<file path="src/rtl/ldpc_pkg.sv">
// Shared definitions for the LDPC decoder control path: sequencer state
// encoding and default phase lengths that track the vnu/cnu pipeline depths.
package ldpc_pkg;

  typedef enum logic [2:0] {
    ST_IDLE = 3'd0,
    ST_LOAD = 3'd1,
    ST_VNU  = 3'd2,
    ST_CNU  = 3'd3,
    ST_CHK  = 3'd4,
    ST_OUT  = 3'd5
  } state_t;

  // vnu: sum register + output register; cnu: same two-stage depth
  localparam int VNU_LAT_DEF = 2;
  localparam int CNU_LAT_DEF = 2;

endpackage

</file>
<file path="src/rtl/ldpc_phase_cnt.sv">
// Phase-length counter: counts while enabled, flags when the count equals the
// terminal value, and returns to zero on clear (clear has priority).
module ldpc_phase_cnt #(
  parameter int PH_W = 4
) (
  input  logic            clk,
  input  logic            rst,
  input  logic            clr,
  input  logic            en,
  input  logic [PH_W-1:0] term,
  output logic            tc
);

  logic [PH_W-1:0] cnt;

  always_ff @(posedge clk or posedge rst) begin
    if (rst) begin
      cnt <= '0;
    end else if (clr) begin
      cnt <= '0;
    end else if (en) begin
      cnt <= cnt + PH_W'(1);
    end
  end

  assign tc = (cnt == term);

endmodule

</file>
<file path="src/rtl/ldpc_iter_ctrl.sv">
// Flooding-schedule LDPC iteration sequencer: load, VNU, CNU and syndrome
// phases with early stop on zero syndrome or at the iteration limit.
module ldpc_iter_ctrl
  import ldpc_pkg::*;
#(
  parameter int MAX_ITER = 10,
  parameter int ITER_W   = 4,
  parameter int VNU_LAT  = VNU_LAT_DEF,
  parameter int CNU_LAT  = CNU_LAT_DEF,
  parameter int PH_W     = 4
) (
  input  logic              clk,
  input  logic              rst,
  input  logic              start,
  input  logic              syn_vld,
  input  logic              syn_ok,
  input  logic              out_rdy,
  output logic              busy,
  output logic              load_en,
  output logic              vnu_en,
  output logic              cnu_en,
  output logic              chk_en,
  output logic              out_vld,
  output logic              converged,
  output logic [ITER_W-1:0] iter_cnt
);

  state_t          state, state_next;
  logic            ph_clr, ph_en, ph_tc;
  logic [PH_W-1:0] ph_term;
  logic            iter_clr, iter_inc, conv_set;

  // One counter serves both compute phases; only the terminal value changes.
  assign ph_term = (state == ST_CNU) ? PH_W'(CNU_LAT - 1) : PH_W'(VNU_LAT - 1);

  ldpc_phase_cnt #(.PH_W(PH_W)) u_phase_cnt (
    .clk  (clk),
    .rst  (rst),
    .clr  (ph_clr),
    .en   (ph_en),
    .term (ph_term),
    .tc   (ph_tc)
  );

  always_ff @(posedge clk or posedge rst) begin
    if (rst) begin
      state <= ST_IDLE;
    end else begin
      state <= state_next;
    end
  end

  always_comb begin
    state_next = state;
    ph_clr     = 1'b1;
    ph_en      = 1'b0;
    iter_clr   = 1'b0;
    iter_inc   = 1'b0;
    conv_set   = 1'b0;
    case (state)
      ST_IDLE: begin
        if (start) begin
          state_next = ST_LOAD;
          iter_clr   = 1'b1;
        end
      end
      ST_LOAD: state_next = ST_VNU;
      ST_VNU: begin
        ph_en  = 1'b1;
        ph_clr = ph_tc;
        if (ph_tc) state_next = ST_CNU;
      end
      ST_CNU: begin
        ph_en  = 1'b1;
        ph_clr = ph_tc;
        if (ph_tc) begin
          state_next = ST_CHK;
          iter_inc   = 1'b1;
        end
      end
      ST_CHK: begin
        // convergence is checked first so it wins on the last iteration
        if (syn_vld) begin
          if (syn_ok) begin
            state_next = ST_OUT;
            conv_set   = 1'b1;
          end else if (iter_cnt == ITER_W'(MAX_ITER)) begin
            state_next = ST_OUT;
          end else begin
            state_next = ST_VNU;
          end
        end
      end
      ST_OUT: begin
        if (out_rdy) state_next = ST_IDLE;
      end
      default: state_next = ST_IDLE;
    endcase
  end

  always_ff @(posedge clk or posedge rst) begin
    if (rst) begin
      iter_cnt  <= '0;
      converged <= 1'b0;
    end else if (iter_clr) begin
      iter_cnt  <= '0;
      converged <= 1'b0;
    end else begin
      if (iter_inc && (iter_cnt != ITER_W'(MAX_ITER))) begin
        iter_cnt <= iter_cnt + ITER_W'(1);
      end
      if (conv_set) begin
        converged <= 1'b1;
      end
    end
  end

  assign busy    = (state != ST_IDLE);
  assign load_en = (state == ST_LOAD);
  assign vnu_en  = (state == ST_VNU);
  assign cnu_en  = (state == ST_CNU);
  assign chk_en  = (state == ST_CHK);
  assign out_vld = (state == ST_OUT);

endmodule

</file>
<file path="config.mk">
export PLATFORM = sky130hd
export DESIGN_NAME = ldpc_iter_ctrl
export DESIGN_NICKNAME = d
export VERILOG_FILES = /design/src/rtl/ldpc_pkg.sv /design/src/rtl/ldpc_phase_cnt.sv /design/src/rtl/ldpc_iter_ctrl.sv
export SDC_FILE = /design/constraint.sdc
export NUM_CORES = 1
export LEC_CHECK = 0
export ABC_AREA = 1
export CELL_PAD_IN_SITES_DETAIL_PLACEMENT = 1
export CELL_PAD_IN_SITES_GLOBAL_PLACEMENT = 2
export CORE_MARGIN = 1.5
export CORE_UTILIZATION = 35
export DETAILED_ROUTE_END_ITERATION = 10
export DONT_BUFFER_PORTS = 1
export GPL_TIMING_DRIVEN = 0
export PLACE_DENSITY_LB_ADDON = 0.1
export SYNTH_ARGS = -nofsm -noshare
export SYNTH_HDL_FRONTEND = slang
export SYNTH_SLANG_ARGS = --single-unit
</file>
<file path="constraint.sdc">
create_clock -name clk -period 3.1 [get_ports clk]
set_input_delay 0.155 -clock clk [delete_from_list [all_inputs] [get_ports clk]]
set_output_delay 0.155 -clock clk [all_outputs]
set_load 0.005 [all_outputs]
</file>
==> flow_metrics.tcl, run 1 <==
set metrics [dict create \
    cap_viol_max_count 0 \
    crit_type "reg -> reg" \
    grt_pass1_vias 645 \
    final.setup.tns_ns 0 \
    htree_levels 1 \
    min_path_cells 2 \
    synth_edf_count 0 \
    synthToLayoutAreaGrowth_pct 11.0 \
    cp_max_fo 6 \
    drive_gt1_frac 0.129 \
    setup_violations 0 \
    leakage_nw 0.449 \
    synth.most_common_cell "nand2_1" \
    synth_compound_area_frac 0.0308 \
    synth_top_area_frac 0.411 \
    timing.hold.ws_ns 0.0463 \
    antenna_cells 0 \
    synth_top_flop_cell "dfrtp_1" \
    ys_types 18 \
    die_x_um 48.7 \
    critPathCaptureType "flop" \
    gp_congestion 0.726 \
    syn_avg_cell_area_um2 7.61 \
    synthXorXnorAreaFrac 0.0360 \
    min_period_over_period 0.471 \
    post_drt_wl_per_cell_um 12.7 \
    max_freq_mhz 685 \
    start_util 0.372 \
    grt_pass1_wl_um 2890 \
    antenna_found_initial 0 \
    grt_util_all_layers 0.158 \
    slew_violations 0 \
    hold_path_class "in -> reg" \
    syn_nets 106 \
    synth_top_cell_by_area "dfrtp_1" \
    dieArea_um2 2370 \
    io_pins 17 \
    synthTopCellsByCount "22 x nand2_1, 16 x inv_1, 12 x dfrtp_1, 12 x nand3_1, 9 x nor2_1" \
    r2r_cells 8 \
    clock_sinks 12 \
    required_ns 3.27 \
    viasPerCell 5.02 \
    worst_pin_slew_ns 0.500 \
    finalHoldViolCount 0 \
    root_buffer "clkbuf_4" \
    slew_headroom 0.666 \
    synth_warnings 0 \
    final_nets 112 \
    critical_path_arrival_ns 1.63 \
    dp_hpwl_um 1280 \
    drc 0 \
    fillers 275 \
    dieHeight_um 48.7 \
    worstSkewPairLatency_ns 0.27 \
    status "finished clean" \
    skew_ns 0.000806 \
    r2r-start "iter_cnt[0]" \
    ys_seq_area_frac 0.411 \
    rsz0062_at_grt "false" \
    drt-total-wl_um 1630 \
    cts_buffers 3 \
    dr_total_vias 643 \
    cts_setup_buffers 0 \
    synth_top_family_by_area "simple AND/OR/NAND/NOR gates" \
    clk_path_buf_depth 2 \
    postCtsHoldBufs 1 \
    rows 16 \
    syn_area_um2 731 \
    synth_simple_gate_area_frac 0.366 \
    core_um2 1960 \
    startpoint_type "flop" \
    synth.area.mux_share 0 \
    syn_inst 96 \
    powerDensity_nw_per_um2 832 \
    drtIter0Drc 2 \
    layout_min_cycle_time_ns 1.46 \
    grt_max_degree 13 \
    dr.pass1.iters 4 \
    ctsResizeCount 0 \
    synthTopCellsByArea "dfrtp_1 41%, nand2_1 11%, nand3_1 8.2%" \
    numPortBuffers 0 \
    ys_ff_latch 12 \
    min-delay-start "syn_vld" \
    ant_nets 0 \
    synth-async-reset-ratio 1.00 \
    reg2reg_slack_ns 1.64 \
    cts.clk_slew.worst_paths_ns 0.08 \
    ir_worst_vdd_uv 366 \
    synthAdderAreaFrac 0.0685 \
    overflow 0 \
    rr_endpoint "state[0]" \
    holdPathEnd "converged" \
    cts_tree "built" \
]
[placed cells by master (no fill, tap or decap), drive strengths merged]
cell type	instances
nor2	12
nand4	4
o21ai	3
clkbuf	4
dfrtp	12
nand3	13
nand2	26
dlygate4sd3	1
ha	4
xnor2	1
o31ai	1
inv	17
nand3b	1
xor2	2
[registers in the layout (all words and copies together), names as in the netlist]
signal	count
iter_cnt	4
state	3
converged	1
u_phase_cnt.cnt	4
[metrics by stage]
step                utilization  cell area, um2  setup WS [ns]  instances  power [mW]
detailed placement        0.390             764           1.63        123       0.559
global placement          0.390             764           1.68        123       0.545
floorplan                     -             731           1.84         96       0.485
finish                    0.413             811           1.64        128       0.674
CTS                       0.413             811           1.62        128       0.689
global route              0.413             811           1.46        128       0.751
[how the worst max path moves through the flow]
stage                            from        to  depth (start not counted)
after global placement    iter_cnt[0]  state[0]                          8
after global routing      iter_cnt[0]  state[0]                          8
after detailed placement  iter_cnt[0]  state[0]                          8
after CTS                 iter_cnt[0]  state[0]                          8
after floorplan           iter_cnt[0]  state[0]                          8
final                     iter_cnt[0]  state[0]                          8
[critical path, cell delays in order (launching register included)]
cell and delay [ns]:
dfrtp_1 0.47, inv_1 0.09, ha_1 0.20, nand3_1 0.22, nand2_1 0.11, nand2_2 0.08, o21ai_0 0.08, nand2_1 0.07
nand2_1 0.05
[routing by layer]
| metal | routed length [um] | GRT usage | share of wire |
|---|---|---|---|
| met1 | 773 | 0.203 | 0.47 |
| met5 | 0 | 0 | 0 |
| met3 | 40 | 0.0185 | 0.025 |
| met4 | 19 | 0.0714 | 0.012 |
| met2 | 796 | 0.265 | 0.49 |
[cells by family (layout without fill, tap and decap cells)]
| family | count (synthesis) | in the layout |
|---|---|---|
| adder cells (fa/ha/maj) | 4 | 4 |
| AO/OA/AOI/OAI | 4 | 4 |
| XOR/XNOR | 3 | 3 |
| AND/OR/NAND/NOR | 56 | 56 |
| buffers and inverters | 17 | 22 |
| flip-flops | 12 | 12 |
[where the power goes]
part           internal (mW)  total [mW]  switching (mW)
clock network         0.0713       0.125          0.0538
registers              0.205       0.274          0.0690
logic                 0.0930       0.275           0.182
total                  0.370       0.674           0.305
[area by class of cell]
type,count,area (um2),share of cell area
timing repair buffer,1,10.0,0.0123
multi-input combinational,67,367,0.452
sequential,12,300,0.370
inverter,17,63.8,0.0787
tap,27,33.8,0.0417
clock buffer,4,36.3,0.0448
(Power assumes the default switching activity.)
==> inputs of run 2 (changes only) <==
- CORE_UTILIZATION: 35 -> 30
- clock period: 3.1 -> 1.3 ns (I/O delays scaled with it)
==> run 2 against run 1 <==
Count of clock-buffer cells in the layout is the same. Via count grew 0.78%. Largest cell class unchanged. Sequential share of layout area shrank 4.2 points. Largest power group unchanged. Critical path type unchanged. Maximum frequency grew 19%.
==> flow_metrics.tcl, run 2 (synthesis gave the netlist of run 1 again) <==
set metrics [dict create \
    status "finished clean" \
    crit_path_cell_trace "inv_2 -> ha_4 -> nand3_4 -> nand3_1 -> nand2_1 -> nand2_1 -> nand2_1" \
    rsz0062_at_grt "true" \
    startpoint_type "flop" \
    dr_total_vias 648 \
    cts_buffers 3 \
    rr_endpoint "state[1]" \
    cap_viol_max_count 0 \
    skew_ns 0.0101 \
    crit_path_top_delay_cell "dfrtp_2" \
    cp_max_fo 6 \
    worstSkewPairLatency_ns 0.28 \
    setup_slack_ns 0.0732 \
    min_period_over_period 0.944 \
    gp_congestion 0.684 \
    start_util 0.324 \
    max_freq_mhz 815 \
    crit_path_start "iter_cnt[0]" \
    drive_gt1_frac 0.284 \
    grt_util_all_layers 0.144 \
    cts_tree "built" \
    critPathCaptureType "flop" \
    max_stage_delay_ns 0.47 \
    core_um2 2250 \
    r2r_cells 7 \
    slew_violations 0 \
    setup_violations 0 \
    power_mw 1.82 \
    place_area_um2 766 \
    die_x_um 52.4 \
    hold_path_class "in -> reg" \
    layout_commonest_cell "nand2_1" \
    root_buffer "clkbuf_4" \
    path_common_cell "nand2_1" \
    reg_top3 "iter_cnt: 4 flops, u_phase_cnt.cnt: 4 flops, state: 3 flops" \
    dp_hpwl_um 1320 \
    dr.pass1.iters 4 \
    clock_sinks 12 \
    cts.clk_slew.worst_paths_ns 0.09 \
    fillers 293 \
    fin_area_um2 930 \
    synthToLayoutAreaGrowth_pct 27.2 \
    overflow 0 \
    critical_path_arrival_ns 1.40 \
    crit_path_end "state[1]" \
    htree_levels 1 \
    required_ns 1.47 \
    r2r-start "iter_cnt[0]" \
    reg2reg_slack_ns 0.07 \
    drtIter0Drc 4 \
    layout_min_cycle_time_ns 1.23 \
    viasPerCell 4.73 \
    pre_cts_ws_ns -0.167 \
    final_nets 120 \
    io_pins 17 \
    grt_pass1_wl_um 2820 \
    grt_pass1_vias 657 \
    crit_type "reg -> reg" \
    grt_max_degree 13 \
    rows 17 \
    powerDensity_nw_per_um2 1960 \
    finalHoldViolCount 0 \
    dieHeight_um 52.4 \
    post_drt_wl_per_cell_um 13.1 \
    drt-total-wl_um 1800 \
    layout_common_cells "20 x nand2_1, 14 x inv_1, 10 x nand3_1" \
    ant_nets 0 \
    drc 0 \
    leakage_nw 0.486 \
    slew_headroom 0.673 \
    clk_path_buf_depth 2 \
    dieArea_um2 2740 \
    worst_pin_slew_ns 0.490 \
    timing.hold.ws_ns 0.00910 \
    antenna_found_initial 0 \
    seqCellArea_um2 305 \
    multi_input_area_um2 414 \
    numPortBuffers 0 \
    antenna_cells 0 \
    ir_worst_vdd_uv 1000 \
]
## run 2: changes by cell type in the layout (fill, tap and decap cells not counted), sizes merged
cell and delta:
buf +6, dlygate4sd3 +2
## run 2: what timing repair did
item | 4_1_cts | 5_1_grt
setup endpoints to repair | 7 | 8
buffers inserted | 0 | 6
hold endpoints to repair | 13 | 0
pin swaps | 1 | 3
hold buffers | 3 | 0
gates resized for setup | 7 | 10
## run 2: critical path, delay by kind of cell (launching register included)
family	cells	cell delay (ns)
buffers and inverters	1	0.11
flip-flops	1	0.47
adder cells (fa/ha/maj)	1	0.14
AND/OR/NAND/NOR	5	0.39
## run 2: worst min path at each step
| stage | from | endpoint | slack, ns | depth (start not counted) |
|---|---|---|---|---|
| 2_1_floorplan | rst | converged | -0.07 | 1 |
| 3_3_place_gp | rst | u_phase_cnt.cnt[3] | 0.009 | 1 |
| 3_5_place_dp | rst | iter_cnt[2] | -0.0007 | 1 |
| 4_1_cts | syn_vld | state[2] | 0.01 | 3 |
| 5_1_grt | syn_vld | state[2] | 0.03 | 3 |
| 6_report | syn_vld | state[2] | 0.009 | 3 |
## run 2: cell type report
cell class | count | share of cell area
Clock buffer | 4 | 0.0390
Inverter | 17 | 0.0686
Multi-Input combinational cell | 67 | 0.445
Sequential cell | 12 | 0.328
Tap cell | 28 | 0.0377
Timing Repair Buffer | 9 | 0.0808
## run 2: metal layers
metal | global-route usage | share of wire
met4 | 0.0897 | 0.027
met3 | 0.0314 | 0.045
met2 | 0.240 | 0.48
met1 | 0.164 | 0.45
met5 | 0 | 0
## run 2: per-stage QoR
stage                     cells  TNS [ns]  utilization
after floorplan              96         0            -
after global placement      124    -0.533        0.340
after detailed placement    124    -0.627        0.340
after CTS                   131         0        0.378
after global routing        137   -0.0418        0.412
final                       137         0        0.412
## run 2: power breakdown
group,internal (mW),switching [mW]
Clock,0.171,0.137
Sequential,0.501,0.186
Combinational,0.337,0.493
Total,1.01,0.815
